$ cat src/rtl/acc_delta_decoder.sv
`default_nettype none
// ============================================================================
// Module  : acc_delta_decoder
// Brief   : Recovers (add_sub, operand) pairs from a stream of accumulator
//           samples by differencing consecutive samples; results are queued
//           in a small ready/valid output FIFO.
// Revision: 1.0 - initial release
// ============================================================================
module acc_delta_decoder #(
   parameter int ACC_W      = 16,
   parameter int DATA_W     = 8,
   parameter int FIFO_DEPTH = 4
) (
   input  logic              clk,
   input  logic              rst,
   input  logic              clr,
   input  logic              acc_valid,
   input  logic [ACC_W-1:0]  acc,
   output logic              acc_ready,
   output logic              out_valid,
   input  logic              out_ready,
   output logic              add_sub,
   output logic [DATA_W-1:0] data_out,
   output logic              range_err,
   input  logic              err_clr,
   output logic [15:0]       sample_cnt
);

   localparam int                AW        = $clog2(FIFO_DEPTH);
   localparam logic [AW:0]       c_depth   = (AW+1)'(FIFO_DEPTH);
   localparam logic [AW-1:0]     c_ptr_one = 1;
   localparam logic [ACC_W-1:0]  c_op_max  = {{(ACC_W-DATA_W){1'b0}}, {DATA_W{1'b1}}};
   localparam logic [15:0]       c_cnt_max = 16'hFFFF;

   typedef enum logic [0:0] {
      ST_PRIME = 1'b0,
      ST_RUN   = 1'b1
   } state_t;

   state_t            r_state;
   state_t            w_state_nxt;
   logic [ACC_W-1:0]  r_prev;
   logic [ACC_W-1:0]  w_prev_nxt;
   logic [DATA_W:0]   r_mem [FIFO_DEPTH];
   logic [AW-1:0]     r_wr_ptr;
   logic [AW-1:0]     r_rd_ptr;
   logic [AW:0]       r_count;
   logic              r_range_err;
   logic [15:0]       r_sample_cnt;

   logic              w_full;
   logic              w_accept;
   logic              w_pop;
   logic              w_push;
   logic              w_err_set;
   logic [ACC_W-1:0]  w_diff;
   logic              w_neg;
   logic [ACC_W-1:0]  w_mag;
   logic              w_in_range;

   assign w_full    = (r_count == c_depth);
   assign acc_ready = ~w_full;
   assign out_valid = (r_count != '0);
   assign w_accept  = acc_valid & ~w_full;
   assign w_pop     = out_valid & out_ready;

   // Magnitude of the signed modular step; the most negative value maps to
   // itself and is therefore always out of range.
   assign w_diff     = acc - r_prev;
   assign w_neg      = w_diff[ACC_W-1];
   assign w_mag      = w_neg ? -w_diff : w_diff;
   assign w_in_range = (w_mag <= c_op_max);

   always_ff @(posedge clk or negedge rst) begin
      if (!rst) begin
         r_state <= ST_PRIME;
         r_prev  <= '0;
      end else begin
         r_state <= w_state_nxt;
         r_prev  <= w_prev_nxt;
      end
   end

   always_comb begin
      w_state_nxt = r_state;
      w_prev_nxt  = r_prev;
      w_push      = 1'b0;
      w_err_set   = 1'b0;
      if (clr) begin
         // A sample in the same cycle is consumed but never decoded.
         w_state_nxt = ST_RUN;
         w_prev_nxt  = '0;
      end else if (w_accept) begin
         w_prev_nxt = acc;
         case (r_state)
            ST_PRIME: w_state_nxt = ST_RUN;
            ST_RUN: begin
               w_push    = w_in_range;
               w_err_set = ~w_in_range;
            end
            default: w_state_nxt = ST_PRIME;
         endcase
      end
   end

   always_ff @(posedge clk or negedge rst) begin
      if (!rst) begin
         for (int i = 0; i < FIFO_DEPTH; i++) begin
            r_mem[i] <= '0;
         end
         r_wr_ptr <= '0;
         r_rd_ptr <= '0;
         r_count  <= '0;
      end else begin
         if (w_push) begin
            r_mem[r_wr_ptr] <= {w_neg, w_mag[DATA_W-1:0]};
            r_wr_ptr        <= r_wr_ptr + c_ptr_one;
         end
         if (w_pop) begin
            r_rd_ptr <= r_rd_ptr + c_ptr_one;
         end
         case ({w_push, w_pop})
            2'b10:   r_count <= r_count + 1'b1;
            2'b01:   r_count <= r_count - 1'b1;
            default: r_count <= r_count;
         endcase
      end
   end

   always_ff @(posedge clk or negedge rst) begin
      if (!rst) begin
         r_range_err  <= 1'b0;
         r_sample_cnt <= '0;
      end else begin
         if (w_err_set) begin
            r_range_err <= 1'b1;
         end else if (err_clr) begin
            r_range_err <= 1'b0;
         end
         if (w_push && (r_sample_cnt != c_cnt_max)) begin
            r_sample_cnt <= r_sample_cnt + 1'b1;
         end
      end
   end

   assign add_sub    = r_mem[r_rd_ptr][DATA_W];
   assign data_out   = r_mem[r_rd_ptr][DATA_W-1:0];
   assign range_err  = r_range_err;
   assign sample_cnt = r_sample_cnt;

endmodule
`default_nettype wire

$ cat config.mk
export PLATFORM = sky130hd
export DESIGN_NAME = acc_delta_decoder
export DESIGN_NICKNAME = d
export VERILOG_FILES = /design/src/rtl/acc_delta_decoder.sv
export SDC_FILE = /design/constraint.sdc
export NUM_CORES = 1
export LEC_CHECK = 0
export ABC_AREA = 1
export ABC_CLOCK_PERIOD_IN_PS = 4600
export BUFFER_PORTS_ARGS = -buffer_cell sky130_fd_sc_hd__buf_2
export CORE_ASPECT_RATIO = 1.2
export CORE_MARGIN = 2
export CORE_UTILIZATION = 30
export CTS_BUF_LIST = sky130_fd_sc_hd__clkbuf_8
export DETAILED_ROUTE_END_ITERATION = 10
export PLACE_DENSITY = 0.51
export SLEW_MARGIN = 20
export SYNTH_ARGS = -nofsm -noshare
export SYNTH_HDL_FRONTEND = slang
export SYNTH_SLANG_ARGS = --single-unit
$ cat constraint.sdc
create_clock -name clk -period 4.6 [get_ports clk]
set_clock_uncertainty 0.05 [all_clocks]
set_input_delay 1.38 -clock clk [delete_from_list [all_inputs] [get_ports clk]]
set_output_delay 1.38 -clock clk [all_outputs]
set_load 0.01 [all_outputs]
Word-level counts from Yosys, hierarchy flattened
Index checks and enable logic that the tools add are counted.
Widths: inputs -> output; s select.
{ "op_classes": {"n_lt_le_gt_ge": 4, "reduce_logical": 6, "bitwise": 6, "eq_ne": 4, "add_sub_neg": 7, "mux": 20} }
{ "op_table": {"columns": ["cell", "count"], "rows": [
  ["$mux 16", 3],
  ["$bwmux 36", 1],
  ["$mux 9", 3],
  ["$bmux 9 s2", 1],
  ["$demux 9 s2", 1],
  ["$add 16x1->16 const B", 1],
  ["$le 16x8->1 const B", 1],
  ["$ne 16x16->1 const B", 1],
  ["$neg 16->16", 1],
  ["$sub 16x16->16", 1],
  ["$mux 1", 10],
  ["$ge 3x3->1 const B", 2],
  ["$not 2->3", 2],
  ["$pmux 3 s2", 1],
  ["$reduce_bool 2->1", 3],
  ["$add 2x1->2 const B", 2],
  ["$add 3x1->3 const B", 1],
  ["$eq 3x3->1 const B", 1],
  ["$lt 3x1->1 const B", 1],
  ["$reduce_bool 3->1", 1],
  ["$sub 3x1->3 const B", 1],
  ["$and 1x1->1", 2],
  ["$eq 2x1->1 const B", 1],
  ["$eq 2x2->1 const B", 1],
  ["2 further kinds", 4]
]} }
{ "totals": {"out_inout_bits": 28, "regBits": 77, "in_bits": 22, "elab_cells": 58} }

Depth between registers and ports, before layout
{ "depth": {"depth_word": 9, "depth_mapped": 27, "ltp_nobuf": 26} }

Worst setup path before layout
Ideal clock, no wire load.
{ "synth_timing": {"kind": "input-to-reg", "from": "input port acc[0]", "to": "register r_count[2]", "path_slack_ns": 0.179, "required_time_ns": 4.419, "path_stages": 24, "setup_time_ns": 0.131, "arrival_ns": 4.240, "n_path_buf": 0, "path_cell_list": "inv_1 -> ha_1 -> fa_1 -> ha_1 -> inv_1 -> nor2_1 -> nand2_1 -> nor2_1 -> nand2_1 -> nor2_1 -> nand2_1 -> nand2_1 -> nand2_1 -> nand2_1 -> nand2_1 -> nand2_1 -> nor2_4 -> nand3_1 -> ha_1 -> inv_1 -> fa_1 -> a21oi_1 -> o21ai_0 -> xor2_1"} }
{ "synth_via": {"elab_chain_cells": 9, "elab_cells_between_ends": 11, "cone_classes": "add/sub (2); order compare (1); eq/ne (2); mux (5); reduce/logical (1)"} }
{ "synth_rtl": {"columns": ["element", "line_no", "text"], "rows": [
  ["from (decl)", "18", "input logic [ACC_W-1:0] acc,"],
  ["$sub 16x16->16 (*)", "69", "assign w_diff = acc - r_prev;"],
  ["$neg 16->16", "71", "assign w_mag = w_neg ? -w_diff : w_diff;"],
  ["$mux 16 (*)", "71", null],
  ["$le 16x8->1 (*)", "72", "assign w_in_range = (w_mag <= c_op_max);"],
  ["$mux 1 (*)", "95", "case (r_state)"],
  ["$mux 1 (*)", "93", "end else if (w_accept) begin"],
  ["$mux 1 (*)", "89", "if (clr) begin"],
  ["$eq 2x1->1 or $eq 2x2->1 (tied branches)", "122", "case ({w_push, w_pop})"],
  ["$pmux 3 s2 or $reduce_bool 2->1 (tied branches)", null, null],
  ["to (signal assigned)", "123", "2'b10: r_count <= r_count + 1'b1;"],
  ["to (signal assigned)", "124", "2'b01: r_count <= r_count - 1'b1;"],
  ["to (signal assigned)", "125", "default: r_count <= r_count;"],
  ["to (decl)", "47", "logic [AW:0] r_count;"]
]} }
Every way passes the cells marked *; elsewhere a longest branch is shown, timed or not.
A chain may end at the register's enable or synchronous reset.

Worst setup path in the final report
Ends and elaborated chain as after synthesis.

==> metrics <==
outcome=finished clean; ys flop type=dfrtp_1; min-delay worst type=reg -> reg; Rel. slew slack=43.17%; FP Rows=53; drt pass-1 iters=6; Worst Setup SP=acc[0]; drt initial violations=342; antenna violations before repair=0; Die Ht=150.3 microns; syn nets=between 800 and 900; Vias=between 5000 and 6000; Yosys reg bits=77; total die area=18910 sq um; Worst Setup Path Type=in -> reg; sequential fraction of the synthesis area=between 30% and 40%; FMAX=between 0.2 and 0.25 GHz; vias in the first global route=5025; H-tree depth=3; Crit path arrival time=4500 ps; drt drc=0; root buffer cell=clkbuf_8; core area=17510 sq um; number of filler cells placed in the layout=slightly below 2000; Final min period=approximately 4300 ps; Async SR Flop Fraction=100.0%; synthesized area=5348 sq um; final-report setup violation count=0; Die Width=125.9 microns; Ports=50; total setup buffers inserted after CTS=0; Peak VDD IR=approximately 0.16 mV; Setup crit end=r_count[2]; R2R setup slack=1060 ps; actual slew at the worst max-slew pin=852.5 ps; CTS Buf Count=9; RR Endpoint=r_count[2]; static leakage=between 3 and 4 nW; clk sink count=77; Finished Cell Area=6297 sq um; post-route ant nets=0; number of enable flip-flop cells after synthesis=0; Routability Congestion=about 0.82; IO buf count=49; Post-Route Utilization=35.97%; cell count of the worst reg-to-reg path=23; fraction of layout instances using a drive strength above 1=16.18%; Via-to-Cell Ratio=4.649; post-placement cell area=6075 sq um; Hold Violations, Final=0; total grt overflow=0; largest area contributor in the netlist=dfrtp_1; Max clock buf depth=2; Setup TNS Final=0 ps; Yosys top cell area share=36.03%; Total Nets Final=900; total track usage=15.82%; Synth top cells by count=nand2_1 (262), nand3_1 (105), inv_1 (92); critical path capture point type=flop; final WL=13.86 mm; CTS tree=yes; RSZ-0062 raised after global routing=false; pin count of the biggest net entering global routing=66; period utilization=93.12%; Area growth, synth to finish=17.76%; Cells after Synth=between 700 and 800; Synth Area per Inst=6.936 sq um; global-route wire length before repair=24.33 mm; DP Wirelength=10.02 mm; antenna cells=0; routed length per instance=12.84 microns; Power Total=approximately 2.6 mW; CP required=~4800 ps; Yosys warnings=0; Area contributors post-synth=dfrtp_1 (36%), nand2_1 (18%), nand3_1 (9.8%); Skew-Pair Late Insertion Delay=roughly 380 ps; Slew Limit Fails=0; initial core utilization=between 30% and 40%; Max Cap Violations=0; CTS Hold Bufs=0; Synth cell types=33; FF-to-FF Start=r_prev[0]; top-count cell post-synth=nand2_1; crit path max fanout=4; startpoint types=primary input; pwr dens=415.3 nW/um^2; CTS clk-pin slew, worst paths=approximately 90 ps
-- report_power, final --
| part | switching, mW | total (mW) | internal, mW |
|---|---|---|---|
| combinational | 0.785 | 1.24 | 0.451 |
| sequential | 0.0523 | 0.807 | 0.755 |
| clock | 0.313 | 0.573 | 0.259 |
-- worst max-delay path: stages --
cell and delay (ps):
buf_2 80, inv_1 50, ha_1 230, fa_1 530
ha_1 150, inv_1 50, nor2_2 120, nand2_1 70
nor2_1 100, nand2_1 70, nor2_1 90, nand2_1 80
nand2_2 80, nand2_1 70, nand2_1 60, nand2_1 40
nand2_1 90, nor2_4 40, nand3_1 120, ha_1 160
inv_1 60, fa_1 370, a21oi_1 140, o21ai_0 110
xor2_1 150
-- final cells by class --
type | instances | area, sq um | share of cell area, %
Clock buffer | 9 | 123.9 | 1.967
Clock inverter | 7 | 82.58 | 1.311
Inverter | 97 | 364.1 | 5.782
Multi-Input combinational cell | 577 | 2942 | 46.71
Sequential cell | 77 | 1927 | 30.60
Tap cell | 220 | 275.3 | 4.371
Timing Repair Buffer | 92 | 583.1 | 9.259
-- per-stage QoR --
step / setup WS (ps) / hold WS, ps / instances
2_1_floorplan: 178.9 / 371.9 / 771
3_3_place_gp: -125.1 / 387.4 / 1063
3_5_place_dp: -203.5 / 392.0 / 1063
4_1_cts: 185.4 / 417.3 / 1079
5_1_grt: 2.198 / 453.5 / 1079
6_report: 316.3 / 414.7 / 1079
-- registers in the layout (all words and copies together) (netlist names) --
signal	flops
r_mem	36
r_wr_ptr	2
r_count	3
range_err	1
r_rd_ptr	2
sample_cnt	16
r_prev	16
r_state	1
-- layer usage --
metal  GRT usage (%)  routed length [microns]  vias to the layer above
met2           27.90                     6948                       56
met1           20.06                     6358                     2317
met5               0                        0                        -
met4           5.604                      238                        0
li1                -                        -                     2629
met3           1.777                      312                       14
-- logic make-up after synthesis --
family,after synthesis,synth area share [%]
compound gates,64,6.551
xor+xnor,27,4.422
fa+ha+maj,24,5.896
buf+inv,117,9.265
flops,77,36.03
simple gates,462,37.83
-- timing repair --
| action | in CTS | in global routing |
|---|---|---|
| resized for setup | 0 | 6 |
| endpoints found under the setup margin | 0 | 1 |
| hold endpoints to repair | 0 | 0 |
-- layout by cell type (no fill, tap or decap) --
cell	netlist	routed
a21o_1	1	1
buf_2	0	48
clkinvlp_4	0	2
clkinv_4	0	1
o21ai_2	0	1
buf_4	1	43
buf_12	0	1
dfrtp_1	77	77
nand2_1	262	261
clkinv_1	1	1
o21ai_0	39	39
and2_1	1	1
xor2_1	20	20
nor4_1	1	1
nand4_4	1	1
o22ai_1	10	10
inv_1	92	92
nand4_1	8	8
nand4_2	4	4
nor2_4	2	2
inv_2	4	4
clkbuf_8	0	9
xnor2_1	7	7
nor2_1	57	53
a21oi_2	3	3
nand2_2	8	9
a22o_1	1	1
bufinv_16	0	1
nor2_8	1	1
nand3_1	105	105
nand3_2	1	1
inv_6	0	2
a21oi_1	9	9
inv_8	0	1
ha_1	22	22
fa_1	2	2
nor3_1	7	7
nor2_2	1	5
nand3b_1	3	3
-- worst min path at each step --
stage               from         to  slack (ps)  depth (start not counted)
6_report         r_state    r_state         410                          2
5_1_grt        r_mem[16]  r_mem[16]         450                          2
4_1_cts          r_state    r_state         420                          2
3_5_place_dp     r_state    r_state         390                          2
3_3_place_gp     r_state    r_state         390                          2
2_1_floorplan    r_state    r_state         370                          2
Power figures use the tool's default switching activity.
